## src/rtl/ticket_pkg.sv

```systemverilog
// Shared types for the ticket-sale change path.
// Coin codes, coin values and dispenser state encoding.
package ticket_pkg;

  localparam int AMOUNT_W_DEF = 8;

  typedef enum logic [1:0] {
    COIN_1  = 2'd0,
    COIN_5  = 2'd1,
    COIN_10 = 2'd2,
    COIN_20 = 2'd3
  } coin_e;

  localparam int VAL_1  = 1;
  localparam int VAL_5  = 5;
  localparam int VAL_10 = 10;
  localparam int VAL_20 = 20;

  typedef enum logic [1:0] {
    S_IDLE     = 2'd0,
    S_DISPENSE = 2'd1,
    S_DONE     = 2'd2
  } state_e;

endpackage

```

## src/rtl/change_dispenser_if.sv

```systemverilog
// Control-side and hopper-side signals of the change dispenser.
// slave = dispenser, master = control block / hopper side.
interface change_dispenser_if #(
  parameter int AMOUNT_W = 8
);

  logic [AMOUNT_W-1:0] moneyReturn;
  logic                moneyFinish;
  logic                coinReady;
  logic                coinValid;
  logic [1:0]          coinOut;
  logic [AMOUNT_W-1:0] remaining;
  logic                busy;
  logic                changeDone;
  logic                changeFault;

  modport master (
    output moneyReturn,
    output moneyFinish,
    output coinReady,
    input  coinValid,
    input  coinOut,
    input  remaining,
    input  busy,
    input  changeDone,
    input  changeFault
  );

  modport slave (
    input  moneyReturn,
    input  moneyFinish,
    input  coinReady,
    output coinValid,
    output coinOut,
    output remaining,
    output busy,
    output changeDone,
    output changeFault
  );

endinterface

```

## src/rtl/change_dispenser_coin_select.sv

```systemverilog
// Greedy coin chooser: largest coin not exceeding amount.
// Amount of zero maps to the 1-yuan code (never dispensed).
module coin_select
  import ticket_pkg::*;
#(
  parameter int AMOUNT_W = AMOUNT_W_DEF
) (
  input  logic [AMOUNT_W-1:0] amount_i,
  output coin_e               code_o,
  output logic [AMOUNT_W-1:0] value_o
);

  logic ge20;
  logic ge10;
  logic ge5;

  assign ge20 = amount_i >= AMOUNT_W'(VAL_20);
  assign ge10 = amount_i >= AMOUNT_W'(VAL_10);
  assign ge5  = amount_i >= AMOUNT_W'(VAL_5);

  // Mutually exclusive ranges pick one coin.
  always_comb begin
    code_o  = COIN_1;
    value_o = AMOUNT_W'(VAL_1);
    unique case (1'b1)
      ge20: begin
        code_o  = COIN_20;
        value_o = AMOUNT_W'(VAL_20);
      end
      ge10 & ~ge20: begin
        code_o  = COIN_10;
        value_o = AMOUNT_W'(VAL_10);
      end
      ge5 & ~ge10: begin
        code_o  = COIN_5;
        value_o = AMOUNT_W'(VAL_5);
      end
      default: begin
        code_o  = COIN_1;
        value_o = AMOUNT_W'(VAL_1);
      end
    endcase
  end

endmodule

```

## src/rtl/change_dispenser.sv

```systemverilog
// Change dispenser: pays out latched change one coin per handshake.
// HOPPER_TIMEOUT_EN adds a hopper stall abort with changeFault.
module change_dispenser
  import ticket_pkg::*;
#(
  parameter int AMOUNT_W = AMOUNT_W_DEF,
  parameter int TIMEOUT  = 255
) (
  input  logic          clk,
  input  logic          rst,
  change_dispenser_if.slave bus
);

  state_e              state_q;
  logic [AMOUNT_W-1:0] remaining_q;
  logic                finish_prev_q;
  logic                valid_q;
  logic                busy_q;
  logic                done_q;

  coin_e               sel_code;
  logic [AMOUNT_W-1:0] sel_val;
  logic [AMOUNT_W-1:0] rem_d;
  logic                start;

  coin_select #(
    .AMOUNT_W (AMOUNT_W)
  ) u_sel (
    .amount_i (remaining_q),
    .code_o   (sel_code),
    .value_o  (sel_val)
  );

  assign rem_d = remaining_q - sel_val;
  assign start = bus.moneyFinish & ~finish_prev_q;

`ifdef HOPPER_TIMEOUT_EN
  localparam int TW = (TIMEOUT < 2) ? 1 : $clog2(TIMEOUT + 1);
  localparam logic [TW-1:0] WAIT_LAST = TW'(TIMEOUT - 1);

  logic [TW-1:0] wait_q;
  logic          fault_q;

  assign bus.changeFault = fault_q;
`else
  logic unused_timeout;

  assign unused_timeout  = (TIMEOUT != 0);
  assign bus.changeFault = 1'b0;
`endif

  // Transaction FSM with registered handshake and status outputs.
  always_ff @(posedge clk or negedge rst) begin
    if (!rst) begin
      state_q       <= S_IDLE;
      remaining_q   <= '0;
      finish_prev_q <= 1'b1;
      valid_q       <= 1'b0;
      busy_q        <= 1'b0;
      done_q        <= 1'b0;
`ifdef HOPPER_TIMEOUT_EN
      wait_q        <= '0;
      fault_q       <= 1'b0;
`endif
    end else begin
      finish_prev_q <= bus.moneyFinish;
      unique case (state_q)
        S_IDLE: begin
          if (start) begin
            remaining_q <= bus.moneyReturn;
            busy_q      <= 1'b1;
            if (bus.moneyReturn != '0) begin
              state_q <= S_DISPENSE;
              valid_q <= 1'b1;
`ifdef HOPPER_TIMEOUT_EN
              wait_q  <= '0;
`endif
            end else begin
              state_q <= S_DONE;
              done_q  <= 1'b1;
            end
          end
        end
        S_DISPENSE: begin
          if (bus.coinReady) begin
            remaining_q <= rem_d;
`ifdef HOPPER_TIMEOUT_EN
            wait_q      <= '0;
`endif
            if (rem_d == '0) begin
              state_q <= S_DONE;
              valid_q <= 1'b0;
              done_q  <= 1'b1;
            end
          end
`ifdef HOPPER_TIMEOUT_EN
          else if (wait_q == WAIT_LAST) begin
            state_q <= S_DONE;
            valid_q <= 1'b0;
            done_q  <= 1'b1;
            fault_q <= 1'b1;
          end else begin
            wait_q <= wait_q + 1'b1;
          end
`endif
        end
        S_DONE: begin
          state_q <= S_IDLE;
          busy_q  <= 1'b0;
          done_q  <= 1'b0;
`ifdef HOPPER_TIMEOUT_EN
          fault_q <= 1'b0;
`endif
        end
        default: begin
          state_q <= S_IDLE;
          valid_q <= 1'b0;
          busy_q  <= 1'b0;
          done_q  <= 1'b0;
        end
      endcase
    end
  end

  assign bus.coinValid  = valid_q;
  assign bus.coinOut    = sel_code;
  assign bus.remaining  = remaining_q;
  assign bus.busy       = busy_q;
  assign bus.changeDone = done_q;

endmodule

```

## src/flat_wrapper.sv

```systemverilog
// flat-port wrapper written by rule: the top's interface ports become plain ports
module change_dispenser_flat import ticket_pkg::*;
#(
  parameter int AMOUNT_W = AMOUNT_W_DEF,
  parameter int TIMEOUT  = 255
)
  (clk, rst, bus_moneyReturn, bus_moneyFinish, bus_coinReady, bus_coinValid, bus_coinOut, bus_remaining, bus_busy, bus_changeDone, bus_changeFault);
  change_dispenser_if #(.AMOUNT_W(AMOUNT_W)) bus_i ();
  input  logic clk;
  input  logic rst;
  input wire logic [$bits(bus_i.moneyReturn)-1:0] bus_moneyReturn;
  input wire logic [$bits(bus_i.moneyFinish)-1:0] bus_moneyFinish;
  input wire logic [$bits(bus_i.coinReady)-1:0] bus_coinReady;
  output wire logic [$bits(bus_i.coinValid)-1:0] bus_coinValid;
  output wire logic [$bits(bus_i.coinOut)-1:0] bus_coinOut;
  output wire logic [$bits(bus_i.remaining)-1:0] bus_remaining;
  output wire logic [$bits(bus_i.busy)-1:0] bus_busy;
  output wire logic [$bits(bus_i.changeDone)-1:0] bus_changeDone;
  output wire logic [$bits(bus_i.changeFault)-1:0] bus_changeFault;
  assign bus_i.moneyReturn = bus_moneyReturn;
  assign bus_i.moneyFinish = bus_moneyFinish;
  assign bus_i.coinReady = bus_coinReady;
  assign bus_coinValid = bus_i.coinValid;
  assign bus_coinOut = bus_i.coinOut;
  assign bus_remaining = bus_i.remaining;
  assign bus_busy = bus_i.busy;
  assign bus_changeDone = bus_i.changeDone;
  assign bus_changeFault = bus_i.changeFault;
  change_dispenser #(.AMOUNT_W(AMOUNT_W), .TIMEOUT(TIMEOUT)) u_core (.clk(clk), .rst(rst), .bus(bus_i));
endmodule
```

## config.mk

```make
export PLATFORM = sky130hd
export DESIGN_NAME = change_dispenser_flat
export DESIGN_NICKNAME = d
export VERILOG_FILES = /design/src/rtl/ticket_pkg.sv /design/src/rtl/change_dispenser_if.sv /design/src/rtl/change_dispenser_coin_select.sv /design/src/rtl/change_dispenser.sv /design/src/flat_wrapper.sv
export SDC_FILE = /design/constraint.sdc
export NUM_CORES = 1
export LEC_CHECK = 0
export BUFFER_PORTS_ARGS = -buffer_cell sky130_fd_sc_hd__buf_2
export CAP_MARGIN = 40
export CORE_UTILIZATION = 35
export CTS_CLUSTER_DIAMETER = 200
export DETAILED_ROUTE_END_ITERATION = 7
export GPL_TIMING_DRIVEN = 0
export PLACE_DENSITY = 0.53
export SYNTH_ARGS = -nofsm -noshare
export SYNTH_HDL_FRONTEND = slang
export SYNTH_SLANG_ARGS = --single-unit
```

## constraint.sdc

```tcl
create_clock -name clk -period 6.4 [get_ports clk]
set_input_delay 0.32 -clock clk [delete_from_list [all_inputs] [get_ports clk]]
set_output_delay 0.32 -clock clk [all_outputs]
set_load 0.005 [all_outputs]
```

Yosys cells after proc, flatten, opt, wreduce, memory -nomap -nowiden
Index checks and enable logic that the tools add are counted.
{"block": "totals", "register_bits": 14, "word_cells": 56, "output_inout_bits": 14, "input_bits": 12}
{"block": "classes", "n_lt_le_gt_ge": 3, "add_sub_neg": 1, "reduce_logical": 9, "muxes": 22, "eq_ne": 7, "bitwise": 8}
{"cell": "$mux 8", "n": 2}
{"cell": "$pmux 8 s2", "n": 1}
{"cell": "$pmux 5 s3", "n": 1}
{"cell": "$mux 1", "n": 9}
{"cell": "$ge 8x3->1 const B", "n": 1}
{"cell": "$ge 8x4->1 const B", "n": 1}
{"cell": "$ge 8x5->1 const B", "n": 1}
{"cell": "$logic_not 8->1", "n": 1}
{"cell": "$mux 2", "n": 4}
{"cell": "$reduce_bool 8->1", "n": 1}
{"cell": "$sub 8x5->8", "n": 1}
{"cell": "$ne 2x1->1 const B", "n": 3}
{"cell": "$pmux 2 s3", "n": 1}
{"cell": "$reduce_and 3->1", "n": 2}
{"cell": "$not 1->1", "n": 5}
{"cell": "$reduce_and 5->1", "n": 1}
{"cell": "$ne 2x2->1 const B", "n": 2}
{"cell": "$pmux 1 s2", "n": 2}
{"cell": "$pmux 2 s2", "n": 1}
{"cell": "$reduce_and 4->1", "n": 1}
{"cell": "$and 1x1->1", "n": 3}
{"cell": "$pmux 1 s3", "n": 1}
{"cell": "$eq 2x1->1 const B", "n": 1}
{"cell": "$eq 2x2->1 const B", "n": 1}
{"cell": "other kinds (3)", "n": 3}

Depth between registers and ports, before layout
Gate-level depths: netlist of run 1.
{"block": "depth", "ltp_word": 9, "mapped_depth": 14, "depth_no_buf": 13}

Cells and area by module
From an unflattened synthesis of run 1, not the netlist that was laid out.
{"block": "hier_totals", "cells_unflattened": 150, "hier_area_um2": 1249.9}
{"module": "change_dispenser", "cells_each": 131, "area_per_inst_um2": 1118.6, "n_inst": 1, "seq_area_each_um2": 351.6}
{"module": "coin_select", "cells_each": 19, "area_per_inst_um2": 131.4, "n_inst": 1, "seq_area_each_um2": 0.0}

Least setup slack after synthesis of run 1
No wires, ideal clock.
{"block": "synth_timing", "path_type": "reg-to-reg", "from": "register u_core.remaining_q[6] (netlist: u_core.bus.remaining[6])", "to": "register u_core.done_q (netlist: u_core.bus.changeDone)", "slack_ps": 3285, "setup_time_ps": 78, "synth_period_minus_slack_ps": 3115, "arrival_time_ps": 3037, "stages_incl_launch_ff": 13, "t_required_ps": 6322, "n_path_buf": 0, "path_cell_list": "dfrtp_1 -> or3_1 -> or3_1 -> inv_2 -> ha_1 -> inv_1 -> fa_1 -> a21oi_1 -> nor3b_1 -> a221o_1 -> nand4b_4 -> or3_1 -> a21oi_1"}
{"block": "synth_between", "elab_chain_cells": 8, "elab_cells_between_ends": 12, "cone_classes": "add/sub: 1; order compare: 3; eq/ne: 1; mux: 1; bitwise: 4; reduce/logical: 2"}
{"element": "start, declared", "line_no": "change_dispenser.sv:15", "text": "logic [AMOUNT_W-1:0] remaining_q;"}
{"element": "start signal, assigned", "line_no": "change_dispenser.sv:70", "text": "remaining_q <= bus.moneyReturn;"}
{"element": "start signal, assigned", "line_no": "change_dispenser.sv:86", "text": "remaining_q <= rem_d;"}
{"element": "$ge 8x4->1 / $ge 8x5->1 (equally long branches)", "line_no": "change_dispenser_coin_select.sv:18, change_dispenser_coin_select.sv:17"}
{"element": "$not 1->1 (on tied branches)", "line_no": "change_dispenser_coin_select.sv:34, change_dispenser_coin_select.sv:30"}
{"element": "$and 1x1->1 (on tied branches)", "line_no": "change_dispenser_coin_select.sv:34, change_dispenser_coin_select.sv:30"}
{"element": "$pmux 5 s3", "line_no": "change_dispenser_coin_select.sv:25", "text": "unique case (1'b1)"}
{"element": "$sub 8x5->8 *", "line_no": "change_dispenser.sv:34", "text": "assign rem_d = remaining_q - sel_val;"}
{"element": "$logic_not 8->1 *", "line_no": "change_dispenser.sv:90", "text": "if (rem_d == '0) begin"}
{"element": "$ne 2x1->1 (no line) *"}
{"element": "$reduce_and 4->1 (no line) *"}
{"element": "end signal, assigned", "line_no": "change_dispenser.sv:60", "text": "done_q <= 1'b0;"}
{"element": "end signal, assigned", "line_no": "change_dispenser.sv:93", "text": "done_q <= 1'b1;"}
{"element": "end signal, assigned", "line_no": "change_dispenser.sv:110", "text": "done_q <= 1'b0;"}
{"element": "end, declared", "line_no": "change_dispenser.sv:19", "text": "logic done_q;"}
Every way passes the cells marked *; elsewhere a longest branch is shown, timed or not.
A chain may end at the register's enable or synchronous reset.

Worst setup path in the final report of run 1
Ends and elaborated chain as after synthesis.

==> impl_metrics.py, run 1 <==
metrics = {
    "cts": {
        "clk_latency_ns": 0.28,
        "path_clk_slew_ns": 0.08,
        "clk_root_buffer_cell": "sky130_fd_sc_hd__clkbuf_4",
        "cts_inserted_buffers": 3,
        "tritoncts": "yes",
        "post_cts.repair.setup_buffers": 0,
        "ctsResizeCount": 0,
        "cts_max_path_bufs": 2,
        "ctsHtreeMaxLevel": 1,
        "numClockSinks": 14,
    },
    "synth": {
        "adder_cell_share_of_the_synthesized_area_pct": 7.08,
        "postSynthRegisterBits": 14,
        "yosys.area_share.simple_pct": 24.8,
        "avgSynthCellArea_um2": 8.27,
        "synth_xor_xnor_area_share_pct": 0.751,
        "synth.area.mux_share_pct": 5.15,
        "main_combinational_cell_family_by_area_after_synthesis": "simple AND/OR/NAND/NOR gates",
        "net_count_of_the_mapped_netlist": 159,
        "syn-cell-area_um2": 1170,
        "synth_enable_flop_cells": 0,
        "synthArstFlopShare_pct": 100,
        "synth_compound_area_share_pct": 23.8,
        "synth_cell_types": 44,
        "synth-warning-count": 0,
        "synth-seq-area-share_pct": 30.2,
        "synth_flop_cell": "sky130_fd_sc_hd__dfrtp_1",
        "syn_inst": 141,
    },
    "placement": {
        "gp_congestion": 0.791,
        "post-dp-hpwl_mm": 2.23,
        "post_dp_cell_area_um2": 1340,
        "placed_cells_incl_taps": 209,
        "io_buffer_count": 24,
        "place_worst_setup_slack_ns": 2.96,
    },
    "critical_path": {
        "crit_path_end_kind": "flop",
        "library_cell_appearing_most_often_on_the_critical_path": "sky130_fd_sc_hd__or3_1",
        "worst_path_required_time_ns": 6.61,
        "cp_data_arrival_time_ns": 3.66,
        "timing.critical_path.cells": "or3_1 -> or3_1 -> inv_2 -> ha_1 -> inv_1 -> fa_1 -> xor2_1 -> nor4_1 -> nand4b_4 -> or3_1 -> a21oi_1",
        "cp_slowest_stage_delay_ns": 0.46,
        "reg2reg_setup_slack_ns": 2.95,
        "critPathKind": "flop to flop",
        "crit_path_max_fanout": 8,
        "crit_path_top_delay_cell": "sky130_fd_sc_hd__dfrtp_1",
        "critPathLaunchType": "flop",
    },
    "power_and_ir_drop": {
        "p_per_area_nw_per_um2": 520,
        "leakage_nw": 0.648,
        "peakVddDrop_uv": 172,
    },
    "timing": {
        "setup_slack_ns": 2.95,
        "hold_viol_final": 0,
        "achievable-frequency_mhz": 290,
        "tightest_slew_ns": 0.571,
        "timing.final.crit_share_pct": 53.9,
        "final_max_slew_viol_count": 0,
        "layout_min_cycle_time_ns": 3.45,
        "setup_viol_count_final": 0,
        "slew-limit-headroom_pct": 61.6,
        "rsz0062_at_grt": "no",
        "finClkSkew_ns": 0.00424,
        "fin_setup_tns_ns": 0,
    },
    "route": {
        "wirelength_mm": 2.84,
        "vias_after_detailed_routing": 1124,
        "drcViolationCount": 0,
        "final_antenna_net_count": 0,
        "initial_drc_count": 59,
        "avgViaCountPerCell": 5.25,
        "route.detailed.wl_per_inst_um": 13.3,
        "drt-pass1-iter-count": 4,
    },
    "final_layout": {
        "number_of_filler_instances_in_the_final_layout": 354,
        "final_nets": 189,
        "proportion_of_layout_cells_with_a_drive_suffix_above_1_pct": 21.8,
        "areaGrowthSynthToFinish_pct": 19.0,
        "stdcell_area_um2": 1390,
        "number_of_antenna_diodes": 0,
        "layout.cells.non_filler": 214,
        "register_area_um2": 352,
        "multi_input_gate_area_in_the_final_layout_um2": 722,
        "post-route-util_pct": 44.7,
    },
    "floorplan": {
        "dieWidth_um": 59.7,
        "i_o_pin_count": 26,
        "die_y_um": 59.7,
        "design.die.area_um2": 3570,
        "rows": 20,
        "initial_utilization_pct": 37.6,
        "core_area_um2": 3100,
    },
    "status": {
        "status": "complete, no violations",
    },
    "grt": {
        "grt_overflow_total": 0,
        "grt_antenna_before_repair": 0,
        "first_pass_grt_wire_length_mm": 4.81,
        "grt_start_max_net_pins": 15,
        "track_usage_pct": 17.9,
        "number_of_global_route_vias_before_repair": 1040,
    },
    "hold_path": {
        "timing.hold.worst.class": "input pin to flop",
    },
    "job": {
        "maxCapViolations": 0,
    },
}
metal layers:
metal / global-route usage, % / routed length [µm] / vias to the layer above
met4: 0.997 / 0 / 0
met3: 4.76 / 116 / 0
li1: - / - / 568
met1: 25.7 / 1480 / 527
met5: 0 / 0 / -
met2: 28.1 / 1250 / 29
layout make-up:
cell class / instances / area share [%]
Timing Repair Buffer: 25 / 9.38
Multi-Input combinational cell: 108 / 52.0
Inverter: 10 / 2.71
Buffer: 9 / 3.97
Clock buffer: 4 / 2.61
Tap cell: 44 / 3.97
Sequential cell: 14 / 25.3
flip-flops by register name, summed over array words and instances, names as in the netlist:
| register | cells |
|---|---|
| u_core.bus.remaining | 8 |
| u_core.state_q | 2 |
| u_core.bus.busy | 1 |
| u_core.bus.changeDone | 1 |
| u_core.bus.coinValid | 1 |
| u_core.finish_prev_q | 1 |
path summary, 6_finish.rpt:
kind,cells past startpoint,start,to
max in group asynchronous,2,rst,u_core.finish_prev_q
min,1,bus_moneyFinish,u_core.finish_prev_q
min reg2reg,2,u_core.bus.busy,u_core.bus.busy
max reg2reg,11,u_core.bus.remaining[6],u_core.bus.changeDone
min in group asynchronous,2,rst,u_core.bus.remaining[1]
max,11,u_core.bus.remaining[6],u_core.bus.changeDone
cells by family (layout without fill, tap and decap cells):
| logic type | Yosys count | after routing |
|---|---|---|
| simple gates | 54 | 54 |
| buf+inv | 19 | 48 |
| fa+ha+maj | 6 | 6 |
| compound gates | 40 | 40 |
| other cells | 1 | 1 |
| flops | 14 | 14 |
| xor+xnor | 1 | 1 |
| mux | 6 | 6 |
through the flow:
step / power [W] / hold WS [ns]
after floorplan: 0.000533 / 0.0244
after global placement: 0.000655 / 0.235
after detailed placement: 0.000657 / 0.237
after CTS: 0.000724 / 0.154
after global routing: 0.000796 / 0.138
final: 0.000722 / 0.164
cell usage after synthesis, types with 2 or more instances:
library cell | n | share of area [%]
sky130_fd_sc_hd__a21oi_1 | 9 | 3.9
sky130_fd_sc_hd__a22o_1 | 2 | 1.5
sky130_fd_sc_hd__a31oi_1 | 3 | 1.6
sky130_fd_sc_hd__buf_2 | 2 | 0.86
sky130_fd_sc_hd__buf_6 | 2 | 1.9
sky130_fd_sc_hd__clkbuf_1 | 4 | 1.3
sky130_fd_sc_hd__dfrtp_1 | 13 | 28
sky130_fd_sc_hd__ha_1 | 5 | 5.4
sky130_fd_sc_hd__inv_1 | 9 | 2.9
sky130_fd_sc_hd__mux2i_1 | 6 | 5.2
sky130_fd_sc_hd__nand2_1 | 15 | 4.8
sky130_fd_sc_hd__nand2b_1 | 2 | 1.1
sky130_fd_sc_hd__nor2_1 | 13 | 4.2
sky130_fd_sc_hd__nor2b_1 | 4 | 2.1
sky130_fd_sc_hd__nor3_1 | 4 | 1.7
sky130_fd_sc_hd__nor3b_1 | 4 | 2.6
sky130_fd_sc_hd__nor4_1 | 3 | 1.6
sky130_fd_sc_hd__o2111ai_1 | 2 | 1.5
sky130_fd_sc_hd__o21a_1 | 3 | 1.9
sky130_fd_sc_hd__o21ai_1 | 7 | 3.0
sky130_fd_sc_hd__o22ai_1 | 2 | 1.1
sky130_fd_sc_hd__or3_1 | 5 | 2.7
report_power, final:
group / leakage [nW] / internal [W] / switching [W]
Clock: 0.0210 / 0.0000346 / 0.0000299
Combinational: 0.464 / 0.000223 / 0.000265
Sequential: 0.163 / 0.000122 / 0.0000469
Total: 0.648 / 0.000380 / 0.000342
critical path: cells and delay by family, from the launching register on:
kind	cells	cell delay (ns)
xor gates and xnor gates	1	0.22
DFF	1	0.46
adders and majority gates	2	0.62
and+or+nand+nor	5	1.78
buffers and inverters	2	0.12
AOI/OAI and AO/OA	1	0.16
repair_timing:
action,CTS,global route
endpoints found under the setup margin,0,0
hold buffers,1,0
hold endpoints to repair,13,0
cells in the final DEF (no fill, tap or decap), types with 2 or more instances in the layout:
master / instances
sky130_fd_sc_hd__a21oi_1: 9
sky130_fd_sc_hd__a22o_1: 2
sky130_fd_sc_hd__a31oi_1: 3
sky130_fd_sc_hd__buf_2: 26
sky130_fd_sc_hd__buf_6: 2
sky130_fd_sc_hd__clkbuf_1: 4
sky130_fd_sc_hd__clkbuf_4: 3
sky130_fd_sc_hd__dfrtp_1: 13
sky130_fd_sc_hd__ha_1: 5
sky130_fd_sc_hd__inv_1: 9
sky130_fd_sc_hd__mux2i_1: 6
sky130_fd_sc_hd__nand2_1: 15
sky130_fd_sc_hd__nand2b_1: 2
sky130_fd_sc_hd__nor2_1: 13
sky130_fd_sc_hd__nor2b_1: 4
sky130_fd_sc_hd__nor3_1: 4
sky130_fd_sc_hd__nor3b_1: 4
sky130_fd_sc_hd__nor4_1: 3
sky130_fd_sc_hd__o2111ai_1: 2
sky130_fd_sc_hd__o21a_1: 3
sky130_fd_sc_hd__o21ai_1: 7
sky130_fd_sc_hd__o22ai_1: 2
sky130_fd_sc_hd__or3_1: 5
Power figures use the tool's default switching activity.
==> inputs of run 2 (changes only) <==
--- a/config.mk
+++ b/config.mk
@@ -5,6 +5,7 @@
 export SDC_FILE = /design/constraint.sdc
 export NUM_CORES = 1
 export LEC_CHECK = 0
+export ABC_AREA = 1
 export BUFFER_PORTS_ARGS = -buffer_cell sky130_fd_sc_hd__buf_2
 export CAP_MARGIN = 40
 export CORE_UTILIZATION = 35
==> constraint.sdc (replaced) <==
create_clock -name clk -period 3.31 [get_ports clk]
set_input_delay 0.1655 -clock clk [delete_from_list [all_inputs] [get_ports clk]]
set_output_delay 0.1655 -clock clk [all_outputs]
set_load 0.005 [all_outputs]
==> impl_metrics.py, run 2 <==
metrics = {
    "cts": {
        "cts_max_path_bufs": 2,
        "clk_root_buffer_cell": "sky130_fd_sc_hd__clkbuf_4",
        "path_clk_slew_ns": 0.08,
        "tritoncts": "yes",
        "clk_latency_ns": 0.28,
        "numClockSinks": 14,
        "cts_inserted_buffers": 3,
        "postCtsHoldBufs": 2,
        "ctsResizeCount": 0,
        "ctsHtreeMaxLevel": 1,
        "post_cts.repair.setup_buffers": 0,
    },
    "synth": {
        "synth.top_cells.by_area": "sky130_fd_sc_hd__dfrtp_1, sky130_fd_sc_hd__nand2_1, sky130_fd_sc_hd__inv_1",
        "yosys.area.top_type": "sky130_fd_sc_hd__dfrtp_1",
        "postSynthRegisterBits": 14,
        "synth_cell_types": 34,
        "synth_most_common_cell": "sky130_fd_sc_hd__nand2_1",
        "synth-warning-count": 0,
        "synth_flop_cell": "sky130_fd_sc_hd__dfrtp_1",
        "syn_inst": 161,
        "synth_enable_flop_cells": 0,
        "netlist_top_cells_count": "sky130_fd_sc_hd__nand2_1, sky130_fd_sc_hd__inv_1, sky130_fd_sc_hd__nand3_1, sky130_fd_sc_hd__nor2_1, sky130_fd_sc_hd__dfrtp_1",
        "syn-cell-area_um2": 1130,
        "net_count_of_the_mapped_netlist": 179,
        "avgSynthCellArea_um2": 7.04,
        "synth_top_area_share_pct": 28.7,
        "synthArstFlopShare_pct": 100,
        "synth-seq-area-share_pct": 31.0,
    },
    "grt": {
        "grt_start_max_net_pins": 15,
        "grt_antenna_before_repair": 0,
        "grt_overflow_total": 0,
        "number_of_global_route_vias_before_repair": 1094,
        "first_pass_grt_wire_length_mm": 4.51,
        "track_usage_pct": 17.2,
    },
    "floorplan": {
        "core_area_um2": 3050,
        "initial_utilization_pct": 37.1,
        "design.die.area_um2": 3470,
        "rows": 20,
        "i_o_pin_count": 26,
        "dieWidth_um": 58.9,
        "die_y_um": 58.9,
    },
    "job": {
        "maxCapViolations": 0,
    },
    "placement": {
        "post-dp-hpwl_mm": 2.13,
        "gp_congestion": 0.777,
        "io_buffer_count": 24,
        "post_dp_cell_area_um2": 1310,
    },
    "timing": {
        "finClkSkew_ns": 0.00203,
        "rsz0062_at_grt": "no",
        "fin_setup_tns_ns": 0,
        "achievable-frequency_mhz": 370,
        "layout_min_cycle_time_ns": 2.70,
        "final_max_slew_viol_count": 0,
        "timing.final.crit_share_pct": 81.7,
        "setup_viol_count_final": 0,
        "hold_viol_final": 0,
    },
    "power_and_ir_drop": {
        "part_of_the_power_in_combinational_logic_pct": 71.0,
        "p_per_area_nw_per_um2": 1150,
        "power_switching_share_pct": 51.4,
        "p_switching_w": 0.000810,
        "clkPwrFrac_pct": 7.9,
        "peakVddDrop_uv": 414,
        "leakage_nw": 0.741,
        "sequentialPowerShare_pct": 21.2,
        "internal_power_w": 0.000764,
    },
    "route": {
        "avgViaCountPerCell": 4.61,
        "drcViolationCount": 0,
        "route.detailed.wl_per_inst_um": 10.9,
        "wirelength_mm": 2.56,
        "final_antenna_net_count": 0,
        "vias_after_detailed_routing": 1083,
        "initial_drc_count": 33,
        "drt-pass1-iter-count": 4,
    },
    "final_layout": {
        "leading_cell_type_in_the_layout_fill_and_taps_excluded": "sky130_fd_sc_hd__nand2_1",
        "largest_register_ffs": 8,
        "stdcell_area_um2": 1370,
        "number_of_antenna_diodes": 0,
        "proportion_of_layout_cells_with_a_drive_suffix_above_1_pct": 25.1,
        "areaGrowthSynthToFinish_pct": 20.4,
        "final_nets": 210,
        "top_library_cells_by_usage_in_the_layout_fill_and_taps_aside": "sky130_fd_sc_hd__nand2_1, sky130_fd_sc_hd__buf_2, sky130_fd_sc_hd__inv_1",
    },
    "critical_path": {
        "crit_path_max_fanout": 6,
        "crit_path_end_kind": "flop",
        "critPathLaunchType": "flop",
        "critPathKind": "flop to flop",
        "cp_data_arrival_time_ns": 2.88,
        "worst_path_required_time_ns": 3.49,
    },
    "status": {
        "status": "complete, no violations",
    },
    "hold_path": {
        "timing.hold.worst.class": "input pin to flop",
    },
}
run 2: cell count changes after synthesis, sizes merged, moves of 4 or more:
| cell | change |
|---|---|
| nor3b | -4 |
| nor2 | +4 |
| nor2b | -4 |
| nand3 | +14 |
| mux2i | -6 |
| or3 | -5 |
| inv | +17 |
| o21ai | +6 |
| nand2 | +29 |
run 2: metal layers:
layer / share of wire (%) / global-route usage, % / wire length (µm) / vias up
li1: - / - / - / 575
met1: 47 / 20.7 / 1210 / 485
met2: 49 / 30.4 / 1240 / 19
met3: 2.9 / 2.20 / 73 / 4
met4: 1.2 / 8.16 / 30 / 0
met5: 0 / 0 / 0 / -
run 2: worst paths after layout:
| path | from | endpoint | slack [ns] | cells past startpoint |
|---|---|---|---|---|
| max | u_core.bus.remaining[5] | u_core.bus.changeDone | 0.61 | 18 |
| min | bus_moneyReturn[0] | u_core.bus.remaining[0] | 0.16 | 3 |
| max reg2reg | u_core.bus.remaining[5] | u_core.bus.changeDone | 0.61 | 18 |
| min reg2reg | u_core.bus.changeDone | u_core.bus.changeDone | 0.49 | 2 |
| max in group asynchronous | rst | u_core.finish_prev_q | 2.72 | 2 |
| min in group asynchronous | rst | u_core.bus.remaining[0] | 0.30 | 2 |
run 2: power groups by stage:
stage | registers (W) | logic [W] | clock network, W
final | 0.000333 | 0.00112 | 0.000124
after global routing | 0.000345 | 0.00129 | 0.000134
after CTS | 0.000336 | 0.00113 | 0.000130
after detailed placement | 0.000339 | 0.00112 | 0
after global placement | 0.000336 | 0.00111 | 0
after floorplan | 0.000330 | 0.000856 | 0
run 2: cell families (layout without fill, tap and decap cells):
logic type / count (synthesis) / after routing / synth area share (%)
buffers and inverters: 32 / 62 / 12.7
and+or+nand+nor: 80 / 80 / 32.5
other: 1 / 1 / 0.331
adders and majority gates: 6 / 6 / 7.28
xor gates and xnor gates: 1 / 1 / 0.773
AOI/OAI and AO/OA: 27 / 27 / 15.5
DFF: 14 / 14 / 31.0
run 2: layout make-up:
| class | count | area (µm²) |
|---|---|---|
| well taps | 44 | 55.1 |
| repair buffers | 26 | 140 |
| plain buffers | 3 | 31.3 |
| multi-input cells | 115 | 638 |
| clock buffers | 4 | 36.3 |
| fillers | 346 | 1690 |
| flip-flops and latches | 14 | 352 |
| inverters | 29 | 113 |
run 2: metrics by stage:
stage | hold slack [ns] | instances | setup slack [ns] | util (%) | total power (W)
2_1_floorplan | -0.130 | 161 | 0.873 | - | 0.00119
3_3_place_gp | 0.0774 | 229 | 0.634 | 42.9 | 0.00144
3_5_place_dp | 0.0864 | 229 | 0.604 | 42.9 | 0.00146
4_1_cts | 0.146 | 235 | 0.596 | 44.7 | 0.00159
5_1_grt | 0.159 | 235 | 0.295 | 44.7 | 0.00177
6_report | 0.156 | 235 | 0.605 | 44.7 | 0.00157
run 2: worst max-delay path, cell delays in order, from the launching register on:
cell,delay (ns)
sky130_fd_sc_hd__dfrtp_1,0.42
sky130_fd_sc_hd__inv_1,0.12
sky130_fd_sc_hd__nand2_1,0.08
sky130_fd_sc_hd__nor2_1,0.15
sky130_fd_sc_hd__nand3_1,0.16
sky130_fd_sc_hd__o21ai_1,0.20
sky130_fd_sc_hd__inv_1,0.06
sky130_fd_sc_hd__ha_1,0.35
sky130_fd_sc_hd__or2_1,0.27
sky130_fd_sc_hd__nand3_1,0.14
sky130_fd_sc_hd__nand2_1,0.06
sky130_fd_sc_hd__nand2_1,0.05
sky130_fd_sc_hd__nand2_1,0.07
sky130_fd_sc_hd__nor2_1,0.09
sky130_fd_sc_hd__nand2_1,0.07
sky130_fd_sc_hd__nand2_2,0.12
sky130_fd_sc_hd__nand3_1,0.08
sky130_fd_sc_hd__nand2_1,0.07
sky130_fd_sc_hd__nand2_1,0.05
